### src/rtl/alu_pkg.sv
// Shared ALU definitions: select codes, default widths and the port tag type.
package alu_pkg;

    localparam int DATA_WIDTH = 32;
    localparam int SEL_WIDTH  = 4;

    localparam logic [SEL_WIDTH-1:0] ALU_ADD = 4'd0;
    localparam logic [SEL_WIDTH-1:0] ALU_SUB = 4'd1;
    localparam logic [SEL_WIDTH-1:0] ALU_SLL = 4'd2;
    localparam logic [SEL_WIDTH-1:0] ALU_XOR = 4'd3;
    localparam logic [SEL_WIDTH-1:0] ALU_OR  = 4'd4;
    localparam logic [SEL_WIDTH-1:0] ALU_AND = 4'd5;
    localparam logic [SEL_WIDTH-1:0] ALU_SRL = 4'd6;
    localparam logic [SEL_WIDTH-1:0] ALU_EQ  = 4'd7;
    localparam logic [SEL_WIDTH-1:0] ALU_NE  = 4'd8;
    localparam logic [SEL_WIDTH-1:0] ALU_LT  = 4'd9;
    localparam logic [SEL_WIDTH-1:0] ALU_GE  = 4'd10;

    // Requester identity, also used as the grant pointer
    typedef enum logic {
        PORT0 = 1'b0,
        PORT1 = 1'b1
    } port_e;

endpackage

### src/rtl/alu_core.sv
// Purely combinational ALU: select/operands -> result and branch condition.
module alu_core
    import alu_pkg::*;
#(
    parameter int DATA_WIDTH = alu_pkg::DATA_WIDTH,
    parameter int SEL_WIDTH  = alu_pkg::SEL_WIDTH
) (
    input  logic [SEL_WIDTH-1:0]  i_select,
    input  logic [DATA_WIDTH-1:0] i_in_1,
    input  logic [DATA_WIDTH-1:0] i_in_2,
    output logic [DATA_WIDTH-1:0] o_result,
    output logic                  o_bcond
);

    // Operation decode; shift amounts of DATA_WIDTH or more shift everything out
    always_comb begin
        o_result = '0;
        o_bcond  = 1'b0;
        case (i_select)
            ALU_ADD: o_result = i_in_1 + i_in_2;
            ALU_SUB: o_result = i_in_1 - i_in_2;
            ALU_SLL: o_result = i_in_1 << i_in_2;
            ALU_XOR: o_result = i_in_1 ^ i_in_2;
            ALU_OR:  o_result = i_in_1 | i_in_2;
            ALU_AND: o_result = i_in_1 & i_in_2;
            ALU_SRL: o_result = i_in_1 >> i_in_2;
            ALU_EQ:  o_bcond  = (i_in_1 == i_in_2);
            ALU_NE:  o_bcond  = (i_in_1 != i_in_2);
            ALU_LT:  o_bcond  = (i_in_1 <  i_in_2);
            ALU_GE:  o_bcond  = (i_in_1 >= i_in_2);
            default: begin
                o_result = '0;
                o_bcond  = 1'b0;
            end
        endcase
    end

endmodule

### src/rtl/alu_arbiter.sv
// Two-port arbiter sharing one ALU core; registered, port-tagged response.
module alu_arbiter
    import alu_pkg::*;
#(
    parameter int DATA_WIDTH = alu_pkg::DATA_WIDTH,
    parameter int SEL_WIDTH  = alu_pkg::SEL_WIDTH,
    parameter int FIXED_PRIO = 0
) (
    input  logic                  clk,
    input  logic                  reset,
    input  logic                  req0_valid,
    output logic                  req0_ready,
    input  logic [SEL_WIDTH-1:0]  req0_select,
    input  logic [DATA_WIDTH-1:0] req0_in_1,
    input  logic [DATA_WIDTH-1:0] req0_in_2,
    input  logic                  req1_valid,
    output logic                  req1_ready,
    input  logic [SEL_WIDTH-1:0]  req1_select,
    input  logic [DATA_WIDTH-1:0] req1_in_1,
    input  logic [DATA_WIDTH-1:0] req1_in_2,
    output logic                  rsp_valid,
    input  logic                  rsp_ready,
    output logic                  rsp_id,
    output logic [DATA_WIDTH-1:0] rsp_result,
    output logic                  rsp_bcond
);

    port_e                 r_last_grant;
    logic                  r_rsp_valid;
    port_e                 r_rsp_id;
    logic [DATA_WIDTH-1:0] r_rsp_result;
    logic                  r_rsp_bcond;

    port_e                 w_grant;
    logic                  w_space;
    logic                  w_accept;
    logic [SEL_WIDTH-1:0]  w_select;
    logic [DATA_WIDTH-1:0] w_in_1;
    logic [DATA_WIDTH-1:0] w_in_2;
    logic [DATA_WIDTH-1:0] w_result;
    logic                  w_bcond;

    assign w_space = !r_rsp_valid || rsp_ready;

    // Grant selection: lone requester wins; ties go to port 0 or alternate
    always_comb begin
        w_grant = PORT0;
        if (req1_valid && !req0_valid) begin
            w_grant = PORT1;
        end else if (req0_valid && req1_valid && (FIXED_PRIO == 0) && (r_last_grant == PORT0)) begin
            w_grant = PORT1;
        end
    end

    assign req0_ready = w_space && req0_valid && (w_grant == PORT0);
    assign req1_ready = w_space && req1_valid && (w_grant == PORT1);
    assign w_accept   = req0_ready || req1_ready;

    // Steer the granted request's operands into the shared core
    always_comb begin
        w_select = req0_select;
        w_in_1   = req0_in_1;
        w_in_2   = req0_in_2;
        if (w_grant == PORT1) begin
            w_select = req1_select;
            w_in_1   = req1_in_1;
            w_in_2   = req1_in_2;
        end
    end

    alu_core #(
        .DATA_WIDTH (DATA_WIDTH),
        .SEL_WIDTH  (SEL_WIDTH)
    ) u_alu_core (
        .i_select (w_select),
        .i_in_1   (w_in_1),
        .i_in_2   (w_in_2),
        .o_result (w_result),
        .o_bcond  (w_bcond)
    );

    // Response register and grant pointer; a new accept replaces a consumed response
    always_ff @(posedge clk) begin
        if (reset) begin
            r_rsp_valid  <= 1'b0;
            r_rsp_id     <= PORT0;
            r_rsp_result <= '0;
            r_rsp_bcond  <= 1'b0;
            r_last_grant <= PORT1;
        end else if (w_accept) begin
            r_rsp_valid  <= 1'b1;
            r_rsp_id     <= w_grant;
            r_rsp_result <= w_result;
            r_rsp_bcond  <= w_bcond;
            r_last_grant <= w_grant;
        end else if (rsp_ready) begin
            r_rsp_valid  <= 1'b0;
        end
    end

    assign rsp_valid  = r_rsp_valid;
    assign rsp_id     = r_rsp_id;
    assign rsp_result = r_rsp_result;
    assign rsp_bcond  = r_rsp_bcond;

endmodule

### config.mk
export PLATFORM = sky130hd
export DESIGN_NAME = alu_arbiter
export DESIGN_NICKNAME = d
export VERILOG_FILES = /design/src/rtl/alu_pkg.sv /design/src/rtl/alu_core.sv /design/src/rtl/alu_arbiter.sv
export SDC_FILE = /design/constraint.sdc
export NUM_CORES = 1
export LEC_CHECK = 0
export CORE_MARGIN = 2
export CORE_UTILIZATION = 41
export DETAILED_ROUTE_END_ITERATION = 8
export PLACE_DENSITY = 0.72
export SYNTH_ARGS = -nofsm -noshare
export SYNTH_HDL_FRONTEND = slang
export SYNTH_HIERARCHICAL = 1
export SYNTH_SLANG_ARGS = --single-unit
### constraint.sdc
create_clock -name clk -period 5.32 [get_ports clk]
set_input_delay 0.798 -clock clk [delete_from_list [all_inputs] [get_ports clk]]
set_output_delay 0.798 -clock clk [all_outputs]
set_load 0.01 [all_outputs]
# Word level (Yosys, flattened, before mapping)
# Cells that the tools add are included.
[totals] register_bits=36 ram_bits=0 latch_bits=0 in_bits=141 output_inout_bits=37 rom_bits=0 memories=0
[classes] eq_ne=12 n_reduce_logical=13 shift=2 mux=9 n_addsub=2 n_lt_le_gt_ge=2 bitwise=5 multipliers=0 div_mod_pow=0
[ops] cell="one-hot mux 32 bit (7 select lines)" n=1
[ops] cell="2-to-1 mux 32 bit" n=2
[ops] cell="adder 32 bit" n=1
[ops] cell="AND 32 bit" n=1
[ops] cell="== test 32 bit" n=1
[ops] cell="greater-or-equal comparator 32 bit" n=1
[ops] cell="< comparator 32 bit" n=1
[ops] cell="!= test 32 bit" n=1
[ops] cell="bitwise OR 32 bit" n=1
[ops] cell="<< shifter 32 x 32 -> 32 bit" n=1
[ops] cell="right shift 32 x 32 -> 32 bit" n=1
[ops] cell="subtractor 32 bit" n=1
[ops] cell="bitwise XOR 32 bit" n=1
[ops] cell="== test 4 x 3 -> 1 bit, second input constant" n=4
[ops] cell="== test 4 bit, second input constant" n=3
[ops] cell="== test 4 x 2 -> 1 bit, second input constant" n=2
[ops] cell="logical AND 1 bit" n=7
[ops] cell="== test 4 x 1 -> 1 bit, second input constant" n=1
[ops] cell="logical NOT 4 bit" n=1
[ops] cell="2-to-1 mux 1 bit" n=4
[ops] cell="2-to-1 mux 4 bit" n=1
[ops] cell="one-hot mux 1 bit (4 select lines)" n=1
[ops] cell="logical NOT 1 bit" n=2
[ops] cell="logical OR 1 bit" n=2
[ops] cell="other kinds (2)" n=3

# Logic depth before layout (Yosys ltp)
[depth] ltp_word=8 ltp_mapped=20 depth_no_buf=16

# Modules after synthesis
# Netlist, hierarchy kept.
[modules_own_cells] mod="alu_core" n_inst=1 seq_area_each_um2=0.0 cells_each=1359 area_per_inst_um2=9416.5
[modules_own_cells] mod="alu_arbiter" n_inst=1 seq_area_each_um2=720.7 cells_each=242 area_per_inst_um2=2303.5

# Least setup slack after synthesis
# No wires, ideal clock.
[synth_path] kind="in2reg" start="in req1_valid" end="reg r_rsp_result[28], in the netlist rsp_result[28]" n_path_buf=4 path_stages=19 required_ns=5.188 arrival_ns=4.734 path_slack_ns=0.453 path_cell_list="a21boi_4 -> buf_6 -> mux2_2 -> buf_2 -> clkinv_1 -> clkbuf_1 -> buf_1 -> ha_1 -> inv_2 -> o21bai_1 -> a41oi_2 -> o2111ai_1 -> a31o_1 -> a21o_1 -> a21o_1 -> a311o_1 -> a211o_1 -> nand3b_1 -> a21oi_1"
[synth_via] elab_chain_len=7 elab_cells_between_ends=28 classes_between="2 x add/sub; 6 x eq/ne; 2 x shift; 6 x mux; 4 x bitwise; 8 x reduce/logical"
[synth_rtl] element="from (decl)" line="alu_arbiter.sv:16" text="input logic req1_valid,"
[synth_rtl] element="logical AND 1 bit (2 in series)" line="alu_arbiter.sv:50" text="end else if (req0_valid && req1_valid && (FIXED_PRIO == 0) && (r_last_grant == PORT0)) begin"
[synth_rtl] element="2-to-1 mux 1 bit" line="alu_arbiter.sv:50"
[synth_rtl] element="2-to-1 mux 1 bit *" line="alu_arbiter.sv:48" text="if (req1_valid && !req0_valid) begin"
[synth_rtl] element="2-to-1 mux 32 bit *" line="alu_arbiter.sv:64" text="if (w_grant == PORT1) begin"
[synth_rtl] element="named net w_in_2[3]" line="alu_arbiter.sv:39" text="logic [DATA_WIDTH-1:0] w_in_2;"
[synth_rtl] element="subtractor 32 bit (tied with other cells)" line="alu_core.sv:21" text="ALU_SUB: o_result = i_in_1 - i_in_2;"
[synth_rtl] element="one-hot mux 32 bit (7 select lines) *" line="alu_core.sv:19" text="case (i_select)"
[synth_rtl] element="named net w_result[28]" line="alu_arbiter.sv:40" text="logic [DATA_WIDTH-1:0] w_result;"
[synth_rtl] element="to (signal assigned)" line="alu_arbiter.sv:93" text="r_rsp_result <= w_result;"
[synth_rtl] element="to (decl)" line="alu_arbiter.sv:31" text="logic [DATA_WIDTH-1:0] r_rsp_result;"
# Mark *: on every way through the listed nets, which the timed path passes. The rest lies on a longest branch.
# A chain may end at the register's enable or synchronous reset.

# Worst setup path after layout
[layout_path] start="in req1_valid" end="reg r_rsp_result[25], in the netlist rsp_result[25]"
# Same word-level chain as after synthesis.

==> impl_metrics.json <==
{
  "syn-instance-count": 1601,
  "grt_pass1_vias": 13705,
  "numCtsBuffers": 5,
  "design_area_um2": 15000,
  "overflow": 0,
  "timing.final.crit_share_pct": 93.6,
  "power_switching_share_pct": 49.5,
  "hold_end": "rsp_result[12]",
  "slowest_stage": "nor4_1",
  "power_per_cell_area_nw_per_um2": 179,
  "peakVddDrop_v": 0.000125,
  "hold_class": "register to register",
  "cts.reportedPaths.clkPinSlew_ns": 0.06,
  "layout_common_cells": "186 x buf_4, 177 x clkdlybuf4s50_1, 168 x nor2_1",
  "max_slew_margin_pct": 24.7,
  "finalCoreUtilization_pct": 53.7,
  "worstHoldStart": "rsp_result[12]",
  "synthSimpleGateAreaFrac_pct": 21.2,
  "criticalPathCategory": "primary input to register",
  "setup_violations": 0,
  "cp_top_family": "simple AND/OR/NAND/NOR gates",
  "place_congestion": 1.05,
  "io_buffer_count": 177,
  "multiInputGateArea_um2": 10000,
  "row_count": 61,
  "cpPeakStageDelay_ns": 0.50,
  "hold_violations": 0,
  "synth_area_leader_cell": "ha_1",
  "postCtsHoldBufs": 0,
  "tightest_slew_ns": 1.12,
  "r2r_cells": 16,
  "regArea_um2": 721,
  "yosys.cell_types.count": 106,
  "ys_async_sr_fraction_pct": 0,
  "nFillCells": 2793,
  "synth_edf_count": 0,
  "cts_max_level": 2,
  "r2r-start": "r_last_grant",
  "synthesis.area_um2": 11700,
  "tns_ns": 0,
  "layout.nets": 2106,
  "cts_root_buf": "clkbuf_16",
  "ys_seq_area_share_pct": 6.15,
  "synth_nets": 1857,
  "drtIter0Drc": 1727,
  "core_area_um2": 27900,
  "p_clk_share_pct": 11.5,
  "status": "complete, no violations",
  "layout_commonest_cell": "buf_4",
  "cts_resized": 0,
  "synthAdderAreaFrac_pct": 12.4,
  "avgSynthCellArea_um2": 7.32,
  "min_path_cells": 2,
  "final_cells": 2228,
  "hpwlAfterDp_um": 46100,
  "cts_sinks": 36,
  "vias_per_cell": 6.44,
  "synthXorXnorAreaFrac_pct": 1.20,
  "start_kind": "primary input",
  "cp_max_fo": 33,
  "synth-compound-area-share_pct": 29.8,
  "netlist.area_leader.share_pct": 12.1,
  "die_width_um": 173,
  "crit_arrival_ns": 5.19,
  "critPathRequiredTime_ns": 5.53,
  "cts_tree": "done",
  "post-cts-setup-buffers": 0,
  "seqPwrFrac_pct": 11.5,
  "critPathCaptureType": "register",
  "synthTopCellsByArea": "ha_1 12%, mux2_2 7.1%, dfxtp_1 6.1%, a21oi_1 5.7%, mux2i_1 5.7%",
  "grt_usage_pct": 37.0,
  "rsz0062_at_grt": "no",
  "rrSetupSlack_ns": 1.03,
  "period_needed_ns": 4.98,
  "combPwrFrac_pct": 77.0,
  "r2r-end": "rsp_result[25]",
  "yosysWarnings": 6,
  "area_delta_synth_final_pct": 27.9,
  "drtPass1Iterations": 6,
  "dp.cells": 2221,
  "fp.dieH_um": 173,
  "maxCapViolations": 0,
  "final_layout_size_suffix_gt1_share_pct": 19.1,
  "die_area_um2": 30000,
  "power_w": 0.00268,
  "cts_buffer_depth": 2,
  "worst_clock_skew_ns": 0.00514,
  "grt_max_degree": 71,
  "antenna_found_initial": 0,
  "synth_ff_type": "dfxtp_1",
  "wirelength_um": 57100,
  "path_cells": "clkdlybuf4s50_1 > a21boi_4 > buf_12 > mux2_2 > nor4_1 > nand3_1 > or2_1 > buf_4 > nor3_1 > buf_4 > a31oi_1 > o21ai_1 > a32oi_1 > o21ai_1 > o21bai_1 > nand3b_1 > a21oi_1",
  "drv_slew": 0,
  "p_leak_nw": 6.21,
  "intPower_w": 0.00136,
  "synthMuxAreaShare_pct": 20.5,
  "drc_errors": 0,
  "timing.fmax_ghz": 0.201,
  "grt_pass1_wl_um": 86200,
  "vias": 14341,
  "place_area_um2": 14800,
  "wl_per_cell_um": 25.6,
  "antennaDiodeCount": 0,
  "synth_top_family_by_area": "compound AO/OA/AOI/OAI gates",
  "start_util_pct": 42.0,
  "drt.antenna.violating_nets": 0,
  "ioPinCount": 178,
  "switching_power_w": 0.00133,
  "synth_seq_cells": 36,
  "crit_buf_inv": 4,
  "insertion_delay_ns": 0.28
}
## tightest hold or removal path, stage by stage (launching register included)
cell	delay, ns
dfxtp_1	0.30
o21ai_0	0.06
a21oi_1	0.06
## power by group through the flow
stage / clock network [W] / registers (W) / logic [W]
after floorplan: 0 / 0.000322 / 0.00123
after global placement: 0 / 0.000312 / 0.00199
after detailed placement: 0 / 0.000313 / 0.00200
after CTS: 0.000316 / 0.000308 / 0.00201
after global routing: 0.000332 / 0.000311 / 0.00219
final: 0.000309 / 0.000307 / 0.00207
## cell type report
cell class / count / share of cell area [%]
Multi-Input combinational cell: 1346 / 66.7
Timing Repair Buffer: 370 / 22.1
Sequential cell: 36 / 4.81
Tap cell: 378 / 3.15
Inverter: 91 / 2.28
Clock buffer: 7 / 1.02
## sequential cells by signal, indices dropped and copies added, names as in the netlist
signal / count
rsp_bcond: 1
rsp_result: 32
rsp_id: 1
rsp_valid: 1
r_last_grant: 1
## logic make-up (layout without fill, tap and decap cells)
family          count (synthesis)  after routing
buf+inv                       219            468
fa+ha+maj                     115            115
flops                          36             36
xor+xnor                       16             16
compound gates                522            522
simple gates                  505            505
mux                           188            188
## cells in the mapped netlist, types with 7 or more instances
cell	count
o22ai_1	15
clkbuf_1	55
buf_6	15
dfxtp_1	36
mux2_2	74
o211ai_1	22
a21oi_1	134
nand3_1	33
nor2_1	169
o21ai_1	23
o21bai_1	15
mux2_1	9
mux4_2	28
inv_1	83
a221o_1	7
xnor2_1	9
or3_1	11
nor2b_1	17
o31ai_1	7
xor2_1	7
nor4_1	18
and2_1	7
a211o_1	9
buf_4	8
nand4_1	7
a221oi_1	15
a31oi_1	23
nand2_1	109
a21o_1	22
ha_1	113
buf_2	41
mux2i_1	67
nand3b_1	34
o21ai_0	98
nor3_1	42
a211oi_1	25
nand2b_1	20
o221ai_1	16
mux2_4	7
## worst max-delay path by stage
stage | start | end | slack (ns) | cells after the start
3_5_place_dp | req1_valid | rsp_result[22] | 0.17 | 17
5_1_grt | req1_valid | rsp_result[27] | 0.15 | 18
3_3_place_gp | req1_valid | rsp_result[12] | 0.16 | 17
4_1_cts | req1_valid | rsp_result[30] | 0.45 | 18
6_report | req1_valid | rsp_result[25] | 0.34 | 17
2_1_floorplan | req1_valid | rsp_result[28] | 0.45 | 19
## through the flow
step / hold slack [ns] / setup WS [ns]
global route: 0.498 / 0.150
detailed placement: 0.469 / 0.168
finish: 0.476 / 0.343
floorplan: 0.498 / 0.453
global placement: 0.463 / 0.163
CTS: 0.476 / 0.454
## metal layers
| metal | global-route usage (%) | share of wire [%] |
|---|---|---|
| met1 | 49.0 | 41 |
| met2 | 59.0 | 44 |
| met3 | 5.61 | 9.1 |
| met4 | 17.5 | 6.0 |
| met5 | 0 | 0 |
No activity file was read; power rests on OpenSTA's default activity.
